**config.mk**
```make
export PLATFORM = sky130hd
export DESIGN_NAME = rr_grant_collector_flat
export DESIGN_NICKNAME = d
export VERILOG_FILES = /design/src/rtl/rr_grant_collector_if.sv /design/src/rtl/rr_grant_collector.sv /design/src/flat_wrapper.sv
export SDC_FILE = /design/constraint.sdc
export NUM_CORES = 1
export LEC_CHECK = 0
export CAP_MARGIN = 0
export CORE_AREA = 2 2 83 77
export CTS_BUF_LIST = sky130_fd_sc_hd__clkbuf_4
export CTS_CLUSTER_SIZE = 28
export DETAILED_ROUTE_END_ITERATION = 16
export DIE_AREA = 0 0 85 79
export GPL_ROUTABILITY_DRIVEN = 0
export PLACE_DENSITY_LB_ADDON = 0.2
export SYNTH_ARGS = -nofsm -noshare
export SYNTH_HDL_FRONTEND = slang
export SYNTH_SLANG_ARGS = --single-unit
```
**constraint.sdc**
```tcl
create_clock -name clk -period 2.25 [get_ports clk]
set_input_delay 0.45 -clock clk [delete_from_list [all_inputs] [get_ports clk]]
set_output_delay 0.45 -clock clk [all_outputs]
set_load 0.05 [all_outputs]
```
**src/rtl/rr_grant_collector_if.sv**
```systemverilog
// Bundle of grant/data inputs, acknowledges and the output FIFO stream
// between the arbiter side, the collector and the downstream consumer.
interface rr_grant_collector_if #(
    parameter int DATA_W = 8,
    parameter int DEPTH  = 4
);
    localparam int CNT_W = $clog2(DEPTH) + 1;

    logic [3:0]        gnt;
    logic [DATA_W-1:0] din0;
    logic [DATA_W-1:0] din1;
    logic [DATA_W-1:0] din2;
    logic [DATA_W-1:0] din3;
    logic [3:0]        ack;
    logic              out_valid;
    logic              out_ready;
    logic [DATA_W-1:0] out_data;
    logic [1:0]        out_src;
    logic [CNT_W-1:0]  count;
    logic              gnt_err;

    // Environment side: drives grants, data and downstream ready
    modport master (
        output gnt, din0, din1, din2, din3, out_ready,
        input  ack, out_valid, out_data, out_src, count, gnt_err
    );

    // Collector side
    modport slave (
        input  gnt, din0, din1, din2, din3, out_ready,
        output ack, out_valid, out_data, out_src, count, gnt_err
    );
endinterface

```
**src/rtl/rr_grant_collector.sv**
```systemverilog
// Captures the granted requester's word into a small FIFO tagged with its
// source index, acknowledges the capture, and streams entries downstream.
module rr_grant_collector #(
    parameter int DATA_W = 8,
    parameter int DEPTH  = 4
) (
    input logic              clk,
    input logic              rst_n,
    rr_grant_collector_if.slave bus
);
    localparam int PTR_W = $clog2(DEPTH);
    localparam int CNT_W = PTR_W + 1;

    logic [PTR_W-1:0]  wr_ptr;
    logic [PTR_W-1:0]  rd_ptr;
    logic [CNT_W-1:0]  count_q;
    logic              gnt_err_q;

    logic [DATA_W-1:0] mem_data [DEPTH];
    logic [1:0]        mem_src  [DEPTH];

    logic              gnt_legal;
    logic              multi_hot;
    logic [1:0]        idx;
    logic [DATA_W-1:0] din_sel;
    logic              full;
    logic              push;
    logic              pop;
    logic              not_empty;

    // A legal grant has exactly one bit set; any other non-zero value is an error
    assign gnt_legal = (bus.gnt != 4'b0000) && ((bus.gnt & 4'(bus.gnt - 4'd1)) == 4'b0000);
    assign multi_hot = (bus.gnt != 4'b0000) && !gnt_legal;

    assign full      = (count_q == CNT_W'(DEPTH));
    assign not_empty = (count_q != '0);

    // Full blocks the push even when a pop frees a slot this cycle, so ack never depends on out_ready
    assign push = gnt_legal && !full;
    assign pop  = not_empty && bus.out_ready;

    // Encode the one-hot grant into a requester index
    always_comb begin
        idx = 2'd0;
        case (bus.gnt)
            4'b0010: idx = 2'd1;
            4'b0100: idx = 2'd2;
            4'b1000: idx = 2'd3;
            default: idx = 2'd0;
        endcase
    end

    // Select the granted requester's data word
    always_comb begin
        din_sel = bus.din0;
        case (idx)
            2'd1:    din_sel = bus.din1;
            2'd2:    din_sel = bus.din2;
            2'd3:    din_sel = bus.din3;
            default: din_sel = bus.din0;
        endcase
    end

    // Write the captured word and its tag at the tail; storage is intentionally not reset
    always_ff @(posedge clk) begin
        if (push) begin
            mem_data[wr_ptr] <= din_sel;
            mem_src[wr_ptr]  <= idx;
        end
    end

    // Pointers, occupancy and the error pulse; reset discards all queued entries
    always_ff @(posedge clk or negedge rst_n) begin
        if (!rst_n) begin
            wr_ptr    <= '0;
            rd_ptr    <= '0;
            count_q   <= '0;
            gnt_err_q <= 1'b0;
        end else begin
            if (push) begin
                wr_ptr <= wr_ptr + PTR_W'(1);
            end
            if (pop) begin
                rd_ptr <= rd_ptr + PTR_W'(1);
            end
            case ({push, pop})
                2'b10:   count_q <= count_q + CNT_W'(1);
                2'b01:   count_q <= count_q - CNT_W'(1);
                default: count_q <= count_q;
            endcase
            gnt_err_q <= multi_hot;
        end
    end

    assign bus.ack       = bus.gnt & {4{push}};
    assign bus.out_valid = not_empty;
    assign bus.out_data  = mem_data[rd_ptr];
    assign bus.out_src   = mem_src[rd_ptr];
    assign bus.count     = count_q;
    assign bus.gnt_err   = gnt_err_q;

endmodule

```
**src/flat_wrapper.sv**
```systemverilog
// flat-port wrapper written by rule: the top's interface ports become plain ports
module rr_grant_collector_flat 
#(
    parameter int DATA_W = 8,
    parameter int DEPTH  = 4
)
  (clk, rst_n, bus_gnt, bus_din0, bus_din1, bus_din2, bus_din3, bus_out_ready, bus_ack, bus_out_valid, bus_out_data, bus_out_src, bus_count, bus_gnt_err);
  rr_grant_collector_if #(.DATA_W(DATA_W), .DEPTH(DEPTH)) bus_i ();
  input logic clk;
  input logic rst_n;
  input wire logic [$bits(bus_i.gnt)-1:0] bus_gnt;
  input wire logic [$bits(bus_i.din0)-1:0] bus_din0;
  input wire logic [$bits(bus_i.din1)-1:0] bus_din1;
  input wire logic [$bits(bus_i.din2)-1:0] bus_din2;
  input wire logic [$bits(bus_i.din3)-1:0] bus_din3;
  input wire logic [$bits(bus_i.out_ready)-1:0] bus_out_ready;
  output wire logic [$bits(bus_i.ack)-1:0] bus_ack;
  output wire logic [$bits(bus_i.out_valid)-1:0] bus_out_valid;
  output wire logic [$bits(bus_i.out_data)-1:0] bus_out_data;
  output wire logic [$bits(bus_i.out_src)-1:0] bus_out_src;
  output wire logic [$bits(bus_i.count)-1:0] bus_count;
  output wire logic [$bits(bus_i.gnt_err)-1:0] bus_gnt_err;
  assign bus_i.gnt = bus_gnt;
  assign bus_i.din0 = bus_din0;
  assign bus_i.din1 = bus_din1;
  assign bus_i.din2 = bus_din2;
  assign bus_i.din3 = bus_din3;
  assign bus_i.out_ready = bus_out_ready;
  assign bus_ack = bus_i.ack;
  assign bus_out_valid = bus_i.out_valid;
  assign bus_out_data = bus_i.out_data;
  assign bus_out_src = bus_i.out_src;
  assign bus_count = bus_i.count;
  assign bus_gnt_err = bus_i.gnt_err;
  rr_grant_collector #(.DATA_W(DATA_W), .DEPTH(DEPTH)) u_core (.clk(clk), .rst_n(rst_n), .bus(bus_i));
endmodule
```
==> results of run 1 <==
==> worst max path at each step <==
| stage | slack, ns | endpoint | cells past startpoint |
|---|---|---|---|
| floorplan | 0.02 | u_core.bus.count[2] | 8 |
| global placement | -0.31 | u_core.bus.count[2] | 11 |
| detailed placement | -0.39 | u_core.bus.count[2] | 11 |
| CTS | 0.0003 | bus_ack[1] | 6 |
| global route | 0.0006 | bus_out_data[7] | 3 |
| finish | 0.11 | bus_out_data[7] | 3 |
==> synth_stat cells (2+ instances only) <==
library cell  number  area (µm²)
xnor2_1            3        26.3
xor2_1             4        35.0
or2_2              2        12.5
edfxtp_1          40        1200
clkbuf_1           4        15.0
dfrtp_1            8         200
inv_1              6        22.5
buf_2              2        10.0
nor2_1            11        41.3
ha_1               5        62.6
nand2b_1           2        12.5
a22oi_1            8        60.1
and2_1             9        56.3
mux4_2            10         225
a221o_1            8        80.1
a21oi_1            2        10.0
==> power breakdown <==
group          internal, W  switching [W]  total [W]  leakage [nW]
sequential         0.00112       0.000122    0.00124         0.456
clock             0.000115       0.000247   0.000361        0.0287
combinational     0.000680       0.000952    0.00163         0.693
total              0.00192        0.00132    0.00324          1.18
==> layer usage <==
metal | GRT usage, % | wire length (µm)
met5 | 0 | 0
met2 | 23.8 | 2200
met3 | 3.43 | 301
met4 | 5.08 | 76
met1 | 19.2 | 1950
==> flip-flops by register name (all words and copies together) (netlist names) <==
register and flops:
u_core.mem_data 32, u_core.mem_src 8, u_core.bus.count 3, u_core.rd_ptr 2, u_core.wr_ptr 2, u_core.bus.gnt_err 1
==> stage by stage <==
step                worst slack (ns)  total power [W]  cell area, µm²
floorplan                     0.0227          0.00235            2260
global placement              -0.312          0.00285            3080
detailed placement            -0.394          0.00291            3080
CTS                         0.000335          0.00327            3140
global route                0.000616          0.00342            3140
finish                         0.109          0.00324            3140
==> repair_timing <==
action,CTS,global route
hold buffers,0,0
endpoints found under the setup margin,7,4
pin swaps,2,1
buffers inserted,0,1
resized for setup,13,5
==> cell families (layout without fill, tap and decap cells) <==
family,count (synthesis),in the layout,synth area share [%]
flops,48,48,62.3
simple gates,30,30,8.01
compound gates,22,22,9.46
buf+inv,13,95,2.45
mux,12,12,11.0
fa+ha+maj,7,7,4.12
xor+xnor,7,7,2.73
==> final cells by class <==
| class | instances | area (µm²) |
|---|---|---|
| tap | 72 | 90.1 |
| clock buffer | 5 | 37.5 |
| timing repair buffer | 82 | 756 |
| fill | 483 | 2770 |
| multi-input combinational | 78 | 822 |
| clock inverter | 2 | 12.5 |
| sequential | 48 | 1400 |
| inverter | 6 | 22.5 |
==> flow_summary.toml, run 1 <==
[yosys]
yosysSeqAreaShare_pct = 62.3
async_reset_ff_share_pct = 16.7
mappedNetlistArea_um2 = 2250
synth_warnings = 0
synth_cells = 139
syn_avg_cell_area_um2 = 16.2
syn-num-nets = 184
synth_edf_count = 40
yosys.cell_types.count = 31
ys_ff_latch = 48
synth_flop_cell = "edfxtp_1"

[die]
dieWidth_um = 85
die_h_um = 79
start_util_pct = 38.1
coreArea_um2 = 5910
ios = 58
rows = 27
dieArea_um2 = 6720

[route]
dr.pass1.iters = 4
route.detailed.drc = 0
wl_per_cell_um = 15.5
vias = 1464
drtIter0Drc = 66
ant_nets = 0
via_per_inst = 5.00
finalWirelength_um = 4530

[setup_path]
crit_family = "multiplexers"
startpoint = "u_core.rd_ptr[0]"
rr_worst_depth = 9
critPathMaxStageDelay_ns = 0.55
cp_cell_sequence = "buf_4 > mux4_2 > buf_4"
r2r_setup_slack_ns = 0.23
cp_max_fo = 12
crit_buf_inv = 2
crit_path_end_kind = "primary output"
cp-start-kind = "flop"
rr_endpoint = "u_core.bus.count[2]"
worstPathArrival_ns = 1.69
reg2reg_from = "u_core.bus.count[0]"
crit_type = "reg2out"
critical_path_required_ns = 1.80
cp_common_cell = "buf_4"
slowest_stage = "mux4_2"

[placement]
hpwl_um = 3680
port_buffers = 57
place_inst = 285

[sta]
maxSlewViolCount = 0
fin_crit_ns = 2.14
tns_ns = 0
rsz0062_at_grt = "no"
hold_viol_final = 0
max_freq_ghz = 0.467
tightest_slew_ns = 0.729
finalSetupViolCount = 0
relSlewSlack_pct = 51.3
fin_skew_ns = 0.0109
post-route-period-util_pct = 95.2
whs_ns = 0.362

[clocking]
cts.path.max_buffers = 2
cts_tree = "yes"
cts_root_buffer = "clkbuf_4"
clk_pin_slew_worst_paths_ns = 0.13
cts_buffers = 5
clk_latency_ns = 0.35
cts_num_sinks = 48
htreeDepth = 2

[worst_hold_path]
min_path_type = "in2async"

[grt]
antenna_found_initial = 0
grt_max_degree = 15
grt_pass1_wl_um = 7560
overflow = 0
track_usage_pct = 14.6
grt_pass1_vias = 1520

[pwr]
leakagePower_nw = 1.18
irDropWorstVdd_uv = 663
powerDensity_nw_per_um2 = 1030

[final_layout]
final_cells = 293
fin_nets = 266
syn_to_final_growth_pct = 39.8
layout_commonest_cell = "edfxtp_1"
final_cell_mix = "40 x edfxtp_1, 38 x clkdlybuf4s50_1, 35 x buf_4"
drive_above_1_share_pct = 33.0
fin_util_pct = 53.2
diodes = 0

[run_status]
status = "finished, final reports clean"

[run]
max_cap_violations = 0
No activity file was read; power rests on OpenSTA's default activity.
==> inputs of run 2 (changes only) <==
- CTS_BUF_LIST: sky130_fd_sc_hd__clkbuf_4 -> default
==> run 2 against run 1 <==
Net effect:
- critical path depth up 3
- first-iteration DRC count down 7.6%
- maximum frequency up 2.8%
- clock power up 29%
- highest routed layer unchanged
- cell area up 0.99%
- sequential share of layout area down 0.44 points
- utilization up 0.53 points
- largest power group unchanged
==> flow_summary.toml, run 2 (synthesis results as in run 1) <==
[final_layout]
fillers = 477
syn_to_final_growth_pct = 41.2
diodes = 0
fin_nets = 266
final_cells = 293
layout_commonest_cell = "edfxtp_1"
drive_above_1_share_pct = 33.0
regMostFlops = "u_core.mem_data"
ff_latch_area_um2 = 1400
multi_input_area_um2 = 822
final_cell_mix = "40 x edfxtp_1, 38 x clkdlybuf4s50_1, 35 x buf_4"
largest_register_ffs = 32

[clocking]
htreeDepth = 2
cts_num_sinks = 48
cts.path.max_buffers = 2
cts_root_buffer = "clkbuf_8"
clk_pin_slew_worst_paths_ns = 0.08
clk_latency_ns = 0.29
cts_tree = "yes"
cts_buffers = 5

[grt]
grt_max_degree = 15
track_usage_pct = 14.6
grt_pass1_vias = 1521
grt_pass1_wl_um = 7580
antenna_found_initial = 0
overflow = 0

[route]
via_per_inst = 4.96
ant_nets = 0
vias = 1452
wl_per_cell_um = 15.5
drtIter0Drc = 61
dr.pass1.iters = 4
route.detailed.drc = 0
finalWirelength_um = 4540

[pwr]
leakagePower_nw = 1.19
irDropWorstVdd_uv = 713
powerDensity_nw_per_um2 = 1050

[sta]
fin_crit_ns = 2.08
rsz0062_at_grt = "no"
post-route-period-util_pct = 92.6
tightest_slew_ns = 0.715
layout_setup_ws_ns = 0.168
max_freq_ghz = 0.480
whs_ns = 0.434
finalSetupViolCount = 0
relSlewSlack_pct = 52.2
maxSlewViolCount = 0
fin_skew_ns = 0.00726
tns_ns = 0
hold_viol_final = 0

[setup_path]
cp_max_fo = 6
crit_path_end_kind = "primary output"
critical_path_required_ns = 1.80
crit_type = "in2out"
worstPathArrival_ns = 1.63
rr_endpoint = "u_core.bus.count[2]"
rr_worst_depth = 9
r2r_setup_slack_ns = 0.25
reg2reg_from = "u_core.bus.count[0]"
cp-start-kind = "input pin"

[placement]
hpwl_um = 3680
place_inst = 285
port_buffers = 57
post-place-ws_ns = -0.394

[die]
dieArea_um2 = 6720
rows = 27
start_util_pct = 38.1
die_h_um = 79
ios = 58
dieWidth_um = 85
coreArea_um2 = 5910

[run]
max_cap_violations = 0

[run_status]
status = "finished, final reports clean"

[worst_hold_path]
min_path_type = "in2async"
==> run 2: cell counts in the layout (fill, tap and decap cells not counted) <==
Identical to the previous run, type by type.
==> run 2: final cells by class <==
cell class / instances / area share (%)
clock buffers: 5 / 2.17
clock inverters: 2 / 0.394
inverters: 6 / 0.709
multi-input cells: 78 / 25.9
flip-flops and latches: 48 / 44.2
well taps: 72 / 2.84
repair buffers: 82 / 23.8
==> run 2: worst max-delay path: stages <==
cell,delay (ns)
clkbuf_2,0.13
maj3_1,0.35
o22a_1,0.23
a21oi_4,0.16
and2_4,0.18
buf_12,0.13
==> run 2: timing repair <==
action                     CTS  global route
hold endpoints to repair     0             0
buffers inserted             0             1
hold buffers                 0             0
pin swaps                    3             1
setup endpoints to repair    7             5
gates resized for setup     14             4
==> run 2: per-layer routing <==
layer | up-vias | GRT usage, % | wire length (µm)
li1 | 698 | - | -
met1 | 688 | 19.3 | 1970
met2 | 60 | 23.8 | 2230
met3 | 6 | 3.12 | 276
met4 | 0 | 5.56 | 56
met5 | - | 0 | 0
==> run 2: how the worst max path moves through the flow <==
stage,to,from
after global placement,u_core.bus.count[2],bus_gnt[3]
after detailed placement,u_core.bus.count[2],bus_gnt[3]
after floorplan,u_core.bus.count[2],u_core.bus.count[1]
final,bus_ack[2],bus_gnt[0]
after CTS,bus_ack[2],bus_gnt[0]
after global routing,u_core.bus.count[2],u_core.bus.count[0]
==> run 2: power breakdown <==
part | internal [W] | switching [W]
Sequential | 0.00112 | 0.000123
Combinational | 0.000680 | 0.000953
Clock | 0.000211 | 0.000256
==> run 2: stage by stage <==
step                      instance area, µm²  util, %  power (W)
after global routing                    3180     53.7    0.00352
after global placement                  3080     52.1    0.00285
after floorplan                         2260        -    0.00235
after detailed placement                3080     52.1    0.00291
after CTS                               3180     53.7    0.00338
final                                   3180     53.7    0.00335
